$ cat src/rtl/seg_to_bin_decoder.sv
// Two-digit seven-segment (active-low) to binary decoder with input
// synchronization, stability filtering and a valid/ready output handshake.
// Optional feature: define SEG2BIN_FINISH_EN to register the "finished"
// flag (accepted value == 15); otherwise finished is tied low.
module seg_to_bin_decoder #(
  parameter int unsigned STABLE_CYCLES = 4
) (
  input  logic       clk,
  input  logic       rst,
  input  logic [6:0] seg1,
  input  logic [6:0] seg2,
  input  logic       out_ready,
  output logic [6:0] value,
  output logic       out_valid,
  output logic       error,
  output logic       overrun,
  output logic       finished
);

  localparam int unsigned CW = 8;
  localparam int unsigned CODE_W = 14;
  localparam logic [CW-1:0] CNT_MAX = CW'(STABLE_CYCLES - 1);
  localparam logic [CODE_W-1:0] RST_CODE = {7'h7F, 7'h40};

  typedef enum logic [1:0] {IDLE, SETTLE, PRESENT} state_t;

  state_t            state, state_d;
  logic [CODE_W-1:0] sync_a, sync_b;
  logic [CODE_W-1:0] cand, cand_d;
  logic [CODE_W-1:0] last_code, last_d;
  logic [CW-1:0]     cnt, cnt_d;
  logic [6:0]        value_d;
  logic              error_d, overrun_d, load_c;
  logic [4:0]        tens_c, units_c;
  logic              cand_ok_c, settled_c;
  logic [6:0]        cand_val_c;

  // Segment pattern to {valid, digit}
  function automatic logic [4:0] dec_digit(input logic [6:0] s);
    logic [4:0] r;
    case (s)
      7'h40:   r = 5'h10;
      7'h79:   r = 5'h11;
      7'h24:   r = 5'h12;
      7'h30:   r = 5'h13;
      7'h19:   r = 5'h14;
      7'h12:   r = 5'h15;
      7'h02:   r = 5'h16;
      7'h78:   r = 5'h17;
      7'h00:   r = 5'h18;
      7'h10:   r = 5'h19;
      default: r = 5'h00;
    endcase
    return r;
  endfunction

  // Two-flop synchronizer on the combined code, reset to a displayed "0"
  always_ff @(posedge clk or negedge rst) begin
    if (!rst) begin
      sync_a <= RST_CODE;
      sync_b <= RST_CODE;
    end else begin
      sync_a <= {seg1, seg2};
      sync_b <= sync_a;
    end
  end

  // Decode of the candidate code; a blank tens digit reads as 0
  always_comb begin
    tens_c     = (cand[13:7] == 7'h7F) ? 5'h10 : dec_digit(cand[13:7]);
    units_c    = dec_digit(cand[6:0]);
    cand_ok_c  = tens_c[4] & units_c[4];
    cand_val_c = 7'(tens_c[3:0]) * 7'd10 + 7'(units_c[3:0]);
    settled_c  = (cnt == CNT_MAX) && (cand != last_code);
  end

  // Next-state and datapath control
  always_comb begin
    state_d   = state;
    cnt_d     = cnt;
    cand_d    = cand;
    last_d    = last_code;
    value_d   = value;
    error_d   = error;
    overrun_d = overrun;
    load_c    = 1'b0;
    case (state)
      IDLE: begin
        if (sync_b != last_code) begin
          state_d = SETTLE;
          cnt_d   = '0;
          cand_d  = sync_b;
        end
      end
      SETTLE: begin
        if (cnt == CNT_MAX) begin
          last_d = cand;
          if (cand == last_code) begin
            // glitch returned to the accepted code: nothing new to report
            state_d = IDLE;
          end else if (cand_ok_c) begin
            value_d = cand_val_c;
            error_d = 1'b0;
            load_c  = 1'b1;
            cnt_d   = '0;
            state_d = PRESENT;
          end else begin
            error_d = 1'b1;
            state_d = IDLE;
          end
        end else if (sync_b != cand) begin
          cand_d = sync_b;
          cnt_d  = '0;
        end else begin
          cnt_d = cnt + 8'd1;
        end
      end
      PRESENT: begin
        if (out_ready) begin
          // a code settling in the accept cycle is re-evaluated next cycle
          state_d = settled_c ? SETTLE : IDLE;
        end else if (settled_c) begin
          overrun_d = 1'b1;
          last_d    = cand;
        end else if (sync_b != cand) begin
          cand_d = sync_b;
          cnt_d  = '0;
        end else if (cnt != CNT_MAX) begin
          cnt_d = cnt + 8'd1;
        end
      end
      default: state_d = IDLE;
    endcase
  end

  // State and output registers
  always_ff @(posedge clk or negedge rst) begin
    if (!rst) begin
      state     <= IDLE;
      cnt       <= '0;
      cand      <= RST_CODE;
      last_code <= RST_CODE;
      value     <= '0;
      out_valid <= 1'b0;
      error     <= 1'b0;
      overrun   <= 1'b0;
    end else begin
      state     <= state_d;
      cnt       <= cnt_d;
      cand      <= cand_d;
      last_code <= last_d;
      value     <= value_d;
      out_valid <= (state_d == PRESENT);
      error     <= error_d;
      overrun   <= overrun_d;
    end
  end

`ifdef SEG2BIN_FINISH_EN
  // Finished flag follows each newly accepted valid value
  always_ff @(posedge clk or negedge rst) begin
    if (!rst) begin
      finished <= 1'b0;
    end else if (load_c) begin
      finished <= (value_d == 7'd15);
    end
  end
`else
  assign finished = 1'b0;
`endif

endmodule
$ cat config.mk
export PLATFORM = sky130hd
export DESIGN_NAME = seg_to_bin_decoder
export DESIGN_NICKNAME = d
export VERILOG_FILES = /design/src/rtl/seg_to_bin_decoder.sv
export SDC_FILE = /design/constraint.sdc
export NUM_CORES = 1
export LEC_CHECK = 0
export ABC_AREA = 1
export CORE_UTILIZATION = 35
export CTS_BUF_LIST = sky130_fd_sc_hd__clkbuf_2
export DETAILED_ROUTE_END_ITERATION = 8
export GPL_ROUTABILITY_DRIVEN = 0
export PLACE_DENSITY = 0.5
export SLEW_MARGIN = 5
export SYNTH_ARGS = -nofsm -noshare
export SYNTH_HDL_FRONTEND = slang
export SYNTH_SLANG_ARGS = --single-unit
$ cat constraint.sdc
create_clock -name clk -period 5.2 [get_ports clk]
set_input_delay 0.78 -clock clk [delete_from_list [all_inputs] [get_ports clk]]
set_output_delay 0.78 -clock clk [all_outputs]
set_load 0.02 [all_outputs]
### Word-level counts from Yosys, hierarchy flattened

Index checks and enable logic that the tools add are counted.

* output and inout port bits: 11
* input bits: 17
* flip-flop bits (word level): 76
* logic and storage cells: 96

* multipliers: 1
* reductions and logical operators: 12
* equality and inequality tests: 37
* add/subtract/negate cells: 2
* muxes and demuxes: 31
* bitwise gates (word level): 3

Operators with widths (count)
* $mux W14: 8
* $pmux W5 S10: 2
* $mux W8: 9
* $eq A7 B7 Y1 const B: 7
* $eq A7 B5 Y1 const B: 6
* $ne A14 B14 Y1: 3
* $pmux W14 S3: 1
* $eq A7 B6 Y1 const B: 4
* $pmux W14 S2: 1
* $pmux W8 S3: 1
* $eq A14 B14 Y1: 1
* $eq A7 B2 Y1 const B: 2
* $logic_not A7 Y1: 2
* $ne A2 B2 Y1 const B: 6
* $mux W2: 5
* $ne A3 B3 Y1 const B: 3
* $add A8 B1 Y8 const B: 1
* $eq A8 B2 Y1 const B: 1
* $ne A8 B2 Y1 const B: 1
* $reduce_and A4 Y1: 2
* $add A7 B4 Y7: 1
* $reduce_and A7 Y1: 1
* $mul A4 B3 Y6 const B: 1
* $pmux W2 S3: 1
* other kinds (12): 16

### Longest topological paths before layout

Gate-level depths: netlist of run 1.

* depth after elaboration: 9
* gate-level depth with buffers: 15
* gate-level depth less buffers: 14

### Least setup slack after synthesis of run 1

No wires, ideal clock.

* path type: flip-flop to flip-flop
* start point: register cand[8]
* end point: register value[6]
* stages on the path, launching flop included: 14
* path buffers: 0
* arrival time: 2.461 ns
* required time: 5.073 ns
* path slack: 2.612 ns
* setup time: 0.127 ns
* clock period less this slack: 2.588 ns
* cells stage by stage: dfstp_2 -> inv_1 -> nand2_1 -> nor2_1 -> nand2_1 -> nand2_1 -> nor2_1 -> inv_1 -> ha_1 -> ha_1 -> fa_1 -> and3_1 -> xnor2_1 -> o21ai_0

* word-level cells in the longest chain between the ends: 5
* elaborated cells between the ends (all ways): 19
* classes of those cells: add/sub (1); mul (1); eq/ne (11); mux (2); bitwise (2); reduce/logical (2)

RTL lines
* start: declaration: RTL line 29 `logic [CODE_W-1:0] cand, cand_d;`
* start signal: assignment: RTL line 150 `cand <= cand_d;`
* $eq A7 B5 Y1 (tied with other cells): RTL line 41 `case (s)`
* $pmux W5 S10: RTL line 41
* $mux W5: RTL line 70 `tens_c = (cand[13:7] == 7'h7F) ? 5'h10 : dec_digit(cand[13:7]);`
* $mul A4 B3 Y6 / $and A1 B1 Y1 (equally long branches): RTL line 73, 72
* $add A7 B4 Y7 / $reduce_and A4 Y1 (equally long branches)
* end signal: assignment: RTL line 152 `value <= value_d;`
* end: declaration: RTL line 13 `output logic [6:0] value,`

Parallel ways exist; a longest one is shown, timed or not.
A chain may end at the register's enable or synchronous reset.

### Worst setup path after layout of run 1

* start point: register cand[13]
* end point: register value[6]

Same word-level chain as after synthesis.

==> results_dict.tcl, run 1 <==
set metrics [dict create \
    status "finished clean" \
    n_antenna_cell 0 \
    track_usage 0.1599 \
    timing.final.crit_share 0.5334 \
    leakagePower_nw 2.424 \
    cts-root-buf "clkbuf_2" \
    synthCells 575 \
    drive_gt1_frac 0.1384 \
    final_hold_viol_count 0 \
    finalCriticalPeriod_ns 2.774 \
    setup_viol 0 \
    ys_warn_count 0 \
    ir_worst_vdd_v 0.0001173 \
    io_buffers 26 \
    vias 3496 \
    cp-end-kind "flip-flop" \
    drv_cap 0 \
    synth_ff_type "dfrtp_1" \
    clock_tree.buffer_depth 2 \
    cts_buffers 9 \
    ctsHoldBuffers 0 \
    synth-compound-area-share 0.07153 \
    slew_viol_final 0 \
    grt_pass1_vias 3297 \
    dieWidth_um 113.3 \
    synth_area_um2 4338 \
    areaGrowthSynthToFinish_pct 10.73 \
    initial_core_util 0.3596 \
    die-height_um 113.3 \
    via_per_inst 4.511 \
    required_ns 5.71 \
    yosys.area_share.simple 0.3305 \
    clock_latency_ns 0.56 \
    crit_slowest_cell "dfstp_2" \
    r2r_slack_ns 2.43 \
    path_delay_family "adder cells" \
    final_nets 633 \
    firstDrtPassIters 4 \
    cts_setup_buffers 0 \
    slew_headroom 0.3652 \
    hold_class "primary input to async pin" \
    yosysMostFrequentCell "nand2_1" \
    pin_count 28 \
    synth.area.mux_share 0 \
    grt_max_degree 77 \
    core_area_um2 12060 \
    max_freq_ghz 0.3605 \
    drt-total-wl_um 9009 \
    worst_pin_slew_ns 0.9522 \
    rows 40 \
    fin_skew_ns 0.02925 \
    slowest_delay_ns 0.63 \
    grt_antenna_before_repair 0 \
    ctsResizeCount 0 \
    rr_worst_depth 13 \
    synth-edff-count 0 \
    cp.arrival_ns 3.28 \
    yosysTopAreaCell "dfrtp_1" \
    path_class "flip-flop to flip-flop" \
    cpMostUsedCell "nand2_1" \
    finalSetupTns_ns 0 \
    worstPathCellList "inv_1 -> nand2_1 -> nor2_1 -> nand2_1 -> nand2_1 -> nor2_1 -> inv_1 -> ha_1 -> ha_1 -> fa_1 -> and3_1 -> xnor2_1 -> o21ai_0" \
    stdcell_area_um2 4803 \
    placed_area_um2 4725 \
    crit_path_start_kind "flip-flop" \
    cts_tree "yes" \
    cp.buffers_inverters 2 \
    hpwl_um 6525 \
    synth_cell_types 34 \
    ant_nets 0 \
    cp_num_cells 13 \
    synth_top_area_frac 0.2538 \
    synth_top_family_by_area "simple AND/OR/NAND/NOR gates" \
    synth-seq-area-share 0.4476 \
    rsz0062_at_grt "no" \
    htree_num_levels 3 \
    synth_nets 606 \
    drc_errors 0 \
    power_density_nw_per_um2 296.6 \
    ys_seq_elements 76 \
    die-area_um2 12840 \
    overflow 0 \
    syn-mean-instance-area_um2 7.544 \
    worstPathMaxFanout 7 \
    synth_commonest_cells "nand2_1 (225), inv_1 (63), nor2_1 (59), dfrtp_1 (44), dfstp_2 (32)" \
    synth_area_leaders "dfrtp_1 (25%), nand2_1 (19%), dfstp_2 (19%)" \
    first_iter_violations 216 \
    routedWlPerCell_um 11.62 \
    synth_adder_area_share 0.04384 \
    clock_sinks 76 \
    synth-xor-area-share 0.02423 \
    grt_pass1_wl_um 15810 \
    async_flop_share 1.000 \
    clk_pin_slew_worst_paths_ns 0.22 \
]
[sequential cells by signal (all words and copies together), names as in the netlist]
| name | count |
|---|---|
| overrun | 1 |
| sync_b | 14 |
| state | 2 |
| out_valid | 1 |
| value | 7 |
| cand | 14 |
| cnt | 8 |
| error | 1 |
| sync_a | 14 |
| last_code | 14 |
[where the power goes]
| group | switching (mW) | internal [mW] | leakage, nW | total [mW] |
|---|---|---|---|---|
| combinational | 0.258 | 0.138 | 1.48 | 0.395 |
| clock | 0.208 | 0.0555 | 0.0540 | 0.264 |
| sequential | 0.0714 | 0.694 | 0.891 | 0.766 |
[cell families (layout without fill, tap and decap cells)]
group | Yosys count | count (layout)
and+or+nand+nor | 343 | 343
buffers and inverters | 82 | 114
DFF | 76 | 76
AOI/OAI and AO/OA | 47 | 47
adders and majority gates | 14 | 14
xor gates and xnor gates | 12 | 12
other | 1 | 1
[routing by layer]
metal	global-route usage	vias to the layer above	wire, um
li1	-	1843	-
met1	0.2146	1593	4483
met2	0.2466	47	4051
met3	0.03053	13	274
met5	0	-	0
met4	0.08070	0	199
[cells in the final DEF, fill, tap and decap left out, drive strengths merged]
cell type,instances
ha,12
clkinvlp,1
nor3,6
or2,1
clkbuf,9
nand4,13
a21oi,2
nor2,63
dfstp,32
o21ai,39
and3,1
inv,71
o31ai,1
o211ai,1
nand3,27
o2111ai,3
conb,1
buf,1
xor2,7
clkinv,7
dfrtp,44
nand2,232
xnor2,5
fa,2
clkdlybuf4s50,25
o21a,1
[path summary, 6_finish.rpt]
kind,from,endpoint
max,cand[13],value[6]
min,rst,state[0]
max reg2reg,cand[13],value[6]
min reg2reg,sync_a[10],sync_b[10]
max in group asynchronous,rst,cnt[7]
min in group clk,sync_a[10],sync_b[10]
[layout make-up]
cell class | instances | area (um2)
fill | 1271 | 7258
timing repair buffer | 26 | 257.7
sequential | 76 | 1942
clock buffer | 9 | 45.04
inverter | 72 | 271.5
multi-input combinational | 417 | 2043
tap | 168 | 210.2
clock inverter | 7 | 33.78
[stage by stage]
stage	hold WS [ns]	worst slack [ns]	util	power, mW	instances
3_5_place_dp	0.3347	2.405	0.3917	1.177	759
4_1_cts	0.3081	2.402	0.3982	1.455	775
6_report	0.3131	2.426	0.3982	1.425	775
5_1_grt	0.3615	2.135	0.3982	1.557	775
2_1_floorplan	0.3312	2.612	-	1.067	575
3_3_place_gp	0.3317	2.483	0.3917	1.174	759
Note: power is estimated with default switching activity, not from simulation.
==> inputs of run 2 (changes only) <==
--- a/config.mk
+++ b/config.mk
@@ -10,7 +10,7 @@
 export CTS_BUF_LIST = sky130_fd_sc_hd__clkbuf_2
 export DETAILED_ROUTE_END_ITERATION = 8
 export GPL_ROUTABILITY_DRIVEN = 0
-export PLACE_DENSITY = 0.5
+export PLACE_DENSITY = 0.52
 export SLEW_MARGIN = 5
 export SYNTH_ARGS = -nofsm -noshare
 export SYNTH_HDL_FRONTEND = slang
==> constraint.sdc (replaced) <==
create_clock -name clk -period 2.4 [get_ports clk]
set_input_delay 0.36 -clock clk [delete_from_list [all_inputs] [get_ports clk]]
set_output_delay 0.36 -clock clk [all_outputs]
set_load 0.02 [all_outputs]
==> run 2 against run 1 <==
The run now ends with setup timing left. Power up 130%. Fmax up 9.3%. Design area up 12%. Clock skew down 0.010 ns. Register-to-register slack worse by 2.6 ns. Non-clock buffer count up 45. Global-route usage up 0.34 points. Largest power group unchanged.
==> results_dict.tcl, run 2 (same netlist as run 1, synthesis figures left out) <==
set metrics [dict create \
    status "complete, but fails checks" \
    violations "setup timing" \
    worstPathMaxFanout 3 \
    setup_viol 2 \
    ant_nets 0 \
    rsz0062_at_grt "yes" \
    hold_end "sync_a[11]" \
    grt_pass1_vias 3585 \
    placed_area_um2 4980 \
    vias 3666 \
    cts_tree "yes" \
    worstPathCellList "inv_4 -> nand2_4 -> nor2_4 -> nand2_2 -> buf_6 -> nand4_1 -> ha_4 -> ha_4 -> fa_1 -> and3_4 -> xnor2_2 -> o21ai_1" \
    crit_path_start_kind "flip-flop" \
    dp.cells 791 \
    grt_pass1_wl_um 16110 \
    rr_worst_depth 12 \
    pin_count 28 \
    routedWlPerCell_um 11.58 \
    grt_antenna_before_repair 0 \
    htree_num_levels 3 \
    final_nets 679 \
    cts_buffers 9 \
    finalCriticalPeriod_ns 2.539 \
    final_cell_mix "nand2_1 (217), inv_1 (58), nor2_1 (51)" \
    layout_commonest_cell "nand2_1" \
    setup_slack_ns -0.1386 \
    holdPathStages 1 \
    drt-total-wl_um 9509 \
    drv_cap 0 \
    io_buffers 26 \
    finalSetupTns_ns -0.2172 \
    max_freq_ghz 0.3939 \
    ir_worst_vdd_v 0.0002757 \
    drive_gt1_frac 0.2542 \
    clk_pin_slew_worst_paths_ns 0.21 \
    n_antenna_cell 0 \
    clock_latency_ns 0.56 \
    first_iter_violations 178 \
    clock_tree.buffer_depth 2 \
    track_usage 0.1633 \
    via_per_inst 4.465 \
    worst_pin_slew_ns 0.7546 \
    dieWidth_um 113.3 \
    required_ns 2.87 \
    r2r-start "cand[9]" \
    num-fill-cells 1215 \
    fin_skew_ns 0.01884 \
    utilization 0.4471 \
    cts-root-buf "clkbuf_2" \
    power_density_nw_per_um2 598.5 \
    die-area_um2 12840 \
    slew_viol_final 0 \
    cpMostUsedCell "ha_4" \
    stdcell_area_um2 5393 \
    hold_class "primary input to flip-flop" \
    r2r_slack_ns -0.14 \
    hp-start "seg1[4]" \
    hpwl_um 6726 \
    leakagePower_nw 2.673 \
    instances_no_fill 821 \
    overflow 0 \
    slowest_delay_ns 0.60 \
    firstDrtPassIters 4 \
    path_class "flip-flop to flip-flop" \
    final_hold_viol_count 0 \
    areaGrowthSynthToFinish_pct 24.31 \
    die-height_um 113.3 \
    cp-end-kind "flip-flop" \
    core_area_um2 12060 \
    r2r-end "value[6]" \
    initial_core_util 0.3596 \
    rows 40 \
    drc_errors 0 \
    timing.final.crit_share 1.058 \
    total_power_mw 3.227 \
    slew_headroom 0.4969 \
    grt_max_degree 58 \
    clock_sinks 76 \
    crit_slowest_cell "dfstp_2" \
    cp.arrival_ns 3.01 \
]
-- run 2: changes by cell type in the layout (fill, tap and decap cells not counted), moves of 4 or more --
cell	before	now
nor2_1	59	51
buf_6	0	4
nor2_2	3	8
nand2_2	4	8
ha_1	12	7
ha_4	0	4
inv_1	63	58
buf_4	1	40
nand2_1	225	217
-- run 2: repair_timing --
action,in CTS,in global routing
pin swaps,3,19
gates cloned,0,1
hold buffers,1,0
resized for setup,8,38
setup endpoints to repair,3,15
buffers inserted,4,8
hold endpoints to repair,44,0
-- run 2: per-layer routing --
metal  global-route usage  vias up  part of all wire  wire (um)
met2               0.2622       59              0.46       4343
met3              0.04606       17             0.030        281
met1               0.2015     1657              0.49       4643
met5                    0        -                 0          0
met4              0.08158        0             0.025        240
li1                     -     1933                 -          -
-- run 2: through the flow --
| stage | hold slack, ns | worst slack, ns |
|---|---|---|
| finish | 0.1713 | -0.1386 |
| global route | 0.07820 | -0.2370 |
| CTS | 0.09056 | -0.1178 |
| detailed placement | 0.3347 | -0.1482 |
| global placement | 0.3320 | -0.07533 |
| floorplan | 0.06441 | -0.07827 |
-- run 2: power breakdown --
group	internal (mW)	switching, mW
Combinational	0.389	0.602
Clock	0.130	0.449
Sequential	1.50	0.154
-- run 2: layout make-up --
cell class | instances | area, um2 | share of cell area
tap | 168 | 210.2 | 0.03898
sequential | 76 | 1942 | 0.3601
inverter | 72 | 277.8 | 0.05151
multi-input combinational | 418 | 2256 | 0.4183
timing repair buffer | 71 | 625.6 | 0.1160
clock buffer | 10 | 50.05 | 0.009281
clock inverter | 6 | 31.28 | 0.005800
-- run 2: how the worst max path moves through the flow --
stage                     startpoint        to  slack (ns)  cells past startpoint
after floorplan              cand[7]  value[6]       -0.08                     13
final                        cand[9]  value[6]       -0.14                     12
after global placement      cand[13]  value[6]       -0.08                     13
after detailed placement    cand[13]  value[6]       -0.15                     13
after global routing         cand[9]  value[6]       -0.24                     13
after CTS                   cand[13]  value[6]       -0.12                     13
-- run 2: worst max-delay path: cells and delay by family (launching register included) --
| family | cells | cell delay (ns) |
|---|---|---|
| and+or+nand+nor | 5 | 0.59 |
| xor gates and xnor gates | 1 | 0.11 |
| AOI/OAI and AO/OA | 1 | 0.08 |
| adders and majority gates | 3 | 0.93 |
| DFF | 1 | 0.60 |
| buffers and inverters | 2 | 0.14 |
==> inputs of run 3 (changes only) <==
--- a/config.mk
+++ b/config.mk
@@ -6,11 +6,12 @@
 export NUM_CORES = 1
 export LEC_CHECK = 0
 export ABC_AREA = 1
+export CORE_ASPECT_RATIO = 1.2
 export CORE_UTILIZATION = 35
 export CTS_BUF_LIST = sky130_fd_sc_hd__clkbuf_2
 export DETAILED_ROUTE_END_ITERATION = 8
 export GPL_ROUTABILITY_DRIVEN = 0
-export PLACE_DENSITY = 0.52
+export PLACE_DENSITY = 0.5
 export SLEW_MARGIN = 5
 export SYNTH_ARGS = -nofsm -noshare
 export SYNTH_HDL_FRONTEND = slang
==> constraint.sdc (replaced) <==
create_clock -name clk -period 2.55 [get_ports clk]
set_input_delay 0.3825 -clock clk [delete_from_list [all_inputs] [get_ports clk]]
set_output_delay 0.3825 -clock clk [all_outputs]
set_load 0.02 [all_outputs]
==> run 3 against run 2 <==
The flow now finishes without violations. Clock skew is 0.0082 ns lower. Setup slack better by 0.17 ns. Cell count is 2.9% lower. Fmax is 0.78% higher. Combinational power is 15% lower. Power is 1.8% lower. Routed wire length is 1.2% higher. Clock-buffer cell count is 1 lower. Sequential share of layout area is 1.4 points higher. Critical path depth is 1 higher. Clock power is 32% higher.
==> results_dict.tcl, run 3 (same netlist as run 1, synthesis figures left out) <==
set metrics [dict create \
    clock_latency_ns 0.56 \
    use_met2 0.2802 \
    rsz0062_at_grt "yes" \
    path_class "flip-flop to flip-flop" \
    n_antenna_cell 0 \
    ant_nets 0 \
    top_usage_layer "met2" \
    grt_pass1_vias 3408 \
    slew_viol_final 0 \
    finalSetupTns_ns 0 \
    hpwl_um 7029 \
    crit_slowest_cell "dfstp_2" \
    first_iter_violations 142 \
    worstPathCellList "inv_2 -> nand2_2 -> nor2_1 -> nand2_1 -> nand2_1 -> nor2_2 -> inv_2 -> ha_4 -> ha_4 -> fa_1 -> and3_4 -> xnor2_2 -> o21ai_1" \
    grt_antenna_before_repair 0 \
    io_buffers 26 \
    slowest_delay_ns 0.62 \
    initial_core_util 0.3582 \
    ir_worst_vdd_v 0.0002685 \
    drv_cap 0 \
    finalCriticalPeriod_ns 2.519 \
    placed_area_um2 4918 \
    clock_tree.buffer_depth 2 \
    drive_gt1_frac 0.2154 \
    cp.arrival_ns 2.99 \
    overflow 0 \
    total_power_mw 3.169 \
    areaGrowthSynthToFinish_pct 19.56 \
    grt_use_met3 0.02721 \
    pin_count 28 \
    drc_errors 0 \
    track_usage 0.1611 \
    dieWidth_um 103.6 \
    crit_path_start_kind "flip-flop" \
    setup_viol 0 \
    routedWlPerCell_um 12.08 \
    htree_num_levels 3 \
    via_per_inst 4.545 \
    firstDrtPassIters 5 \
    status "finished clean" \
    die-area_um2 12850 \
    drt-total-wl_um 9625 \
    timing.final.crit_share 0.9878 \
    cts-root-buf "clkbuf_2" \
    power_density_nw_per_um2 611.1 \
    grt_max_degree 42 \
    clock_sinks 76 \
    cts_buffers 9 \
    leakagePower_nw 2.577 \
    final_nets 662 \
    rows 44 \
    final_hold_viol_count 0 \
    final_cell_mix "nand2_1 (220), inv_1 (58), nor2_1 (55)" \
    cp-end-kind "flip-flop" \
    required_ns 3.03 \
    hold_class "primary input to flip-flop" \
    worstPathMaxFanout 5 \
    fin_skew_ns 0.01066 \
    cts_tree "yes" \
    grt_pass1_wl_um 16010 \
    layout_commonest_cell "nand2_1" \
    vias 3622 \
    stdcell_area_um2 5186 \
    grt_use_met1 0.1934 \
    core_area_um2 12110 \
    clk_pin_slew_worst_paths_ns 0.21 \
    max_freq_ghz 0.3970 \
    die-height_um 124.0 \
]
-- run 3: worst paths after layout --
kind / end / slack, ns / from / cells after the start
setup / recovery: value[6] / 0.03 / cand[13] / 13
hold / removal: sync_a[12] / 0.19 / seg1[5] / 1
min in group asynchronous: sync_a[0] / 0.28 / rst / 2
hold reg to reg: sync_b[7] / 0.36 / sync_a[7] / 0
setup reg to reg: value[6] / 0.03 / cand[13] / 13
max in group asynchronous: cand[11] / 1.61 / rst / 3
-- run 3: power breakdown --
| group | leakage, nW | internal [mW] | switching [mW] |
|---|---|---|---|
| logic | 1.61 | 0.309 | 0.533 |
| registers | 0.891 | 1.42 | 0.146 |
| clock network | 0.0716 | 0.317 | 0.448 |
| total | 2.58 | 2.04 | 1.13 |
-- run 3: stage by stage --
stage	hold slack (ns)	utilization	setup slack, ns	std cells
floorplan	0.08691	-	0.0005500	575
global placement	0.3343	0.4061	0.01929	777
detailed placement	0.3386	0.4061	-0.04135	777
CTS	0.1021	0.4200	0.009280	794
global route	0.1248	0.4282	-0.1168	797
finish	0.1855	0.4282	0.03112	797
-- run 3: area by class of cell --
class                           count  area [um2]
Multi-Input combinational cell    417        2141
Inverter                           72       271.5
Sequential cell                    76        1942
Clock inverter                      7       91.34
Timing Repair Buffer               55       494.2
Tap cell                          161       201.4
Clock buffer                        9       45.04
Fill cell                        1232        6925
-- run 3: routing by layer --
layer,part of all wire,vias up
met4,0.021,0
met2,0.51,29
met1,0.45,1681
met3,0.018,13
met5,0,-
li1,-,1899
-- run 3: worst max-delay path: cells and delay by family (launching register included) --
| family | cells | cell delay (ns) |
|---|---|---|
| buffers and inverters | 2 | 0.12 |
| DFF | 1 | 0.62 |
| AOI/OAI and AO/OA | 1 | 0.07 |
| and+or+nand+nor | 6 | 0.60 |
| xor gates and xnor gates | 1 | 0.10 |
| adders and majority gates | 3 | 0.93 |
-- run 3: what timing repair did --
| action | in CTS | in global routing |
|---|---|---|
| hold buffers | 1 | 0 |
| pin swaps | 4 | 15 |
| resized for setup | 7 | 20 |
| setup buffers | 0 | 3 |
| endpoints found under the hold margin | 33 | 0 |
| setup endpoints to repair | 2 | 2 |
| gates cloned | 0 | 0 |
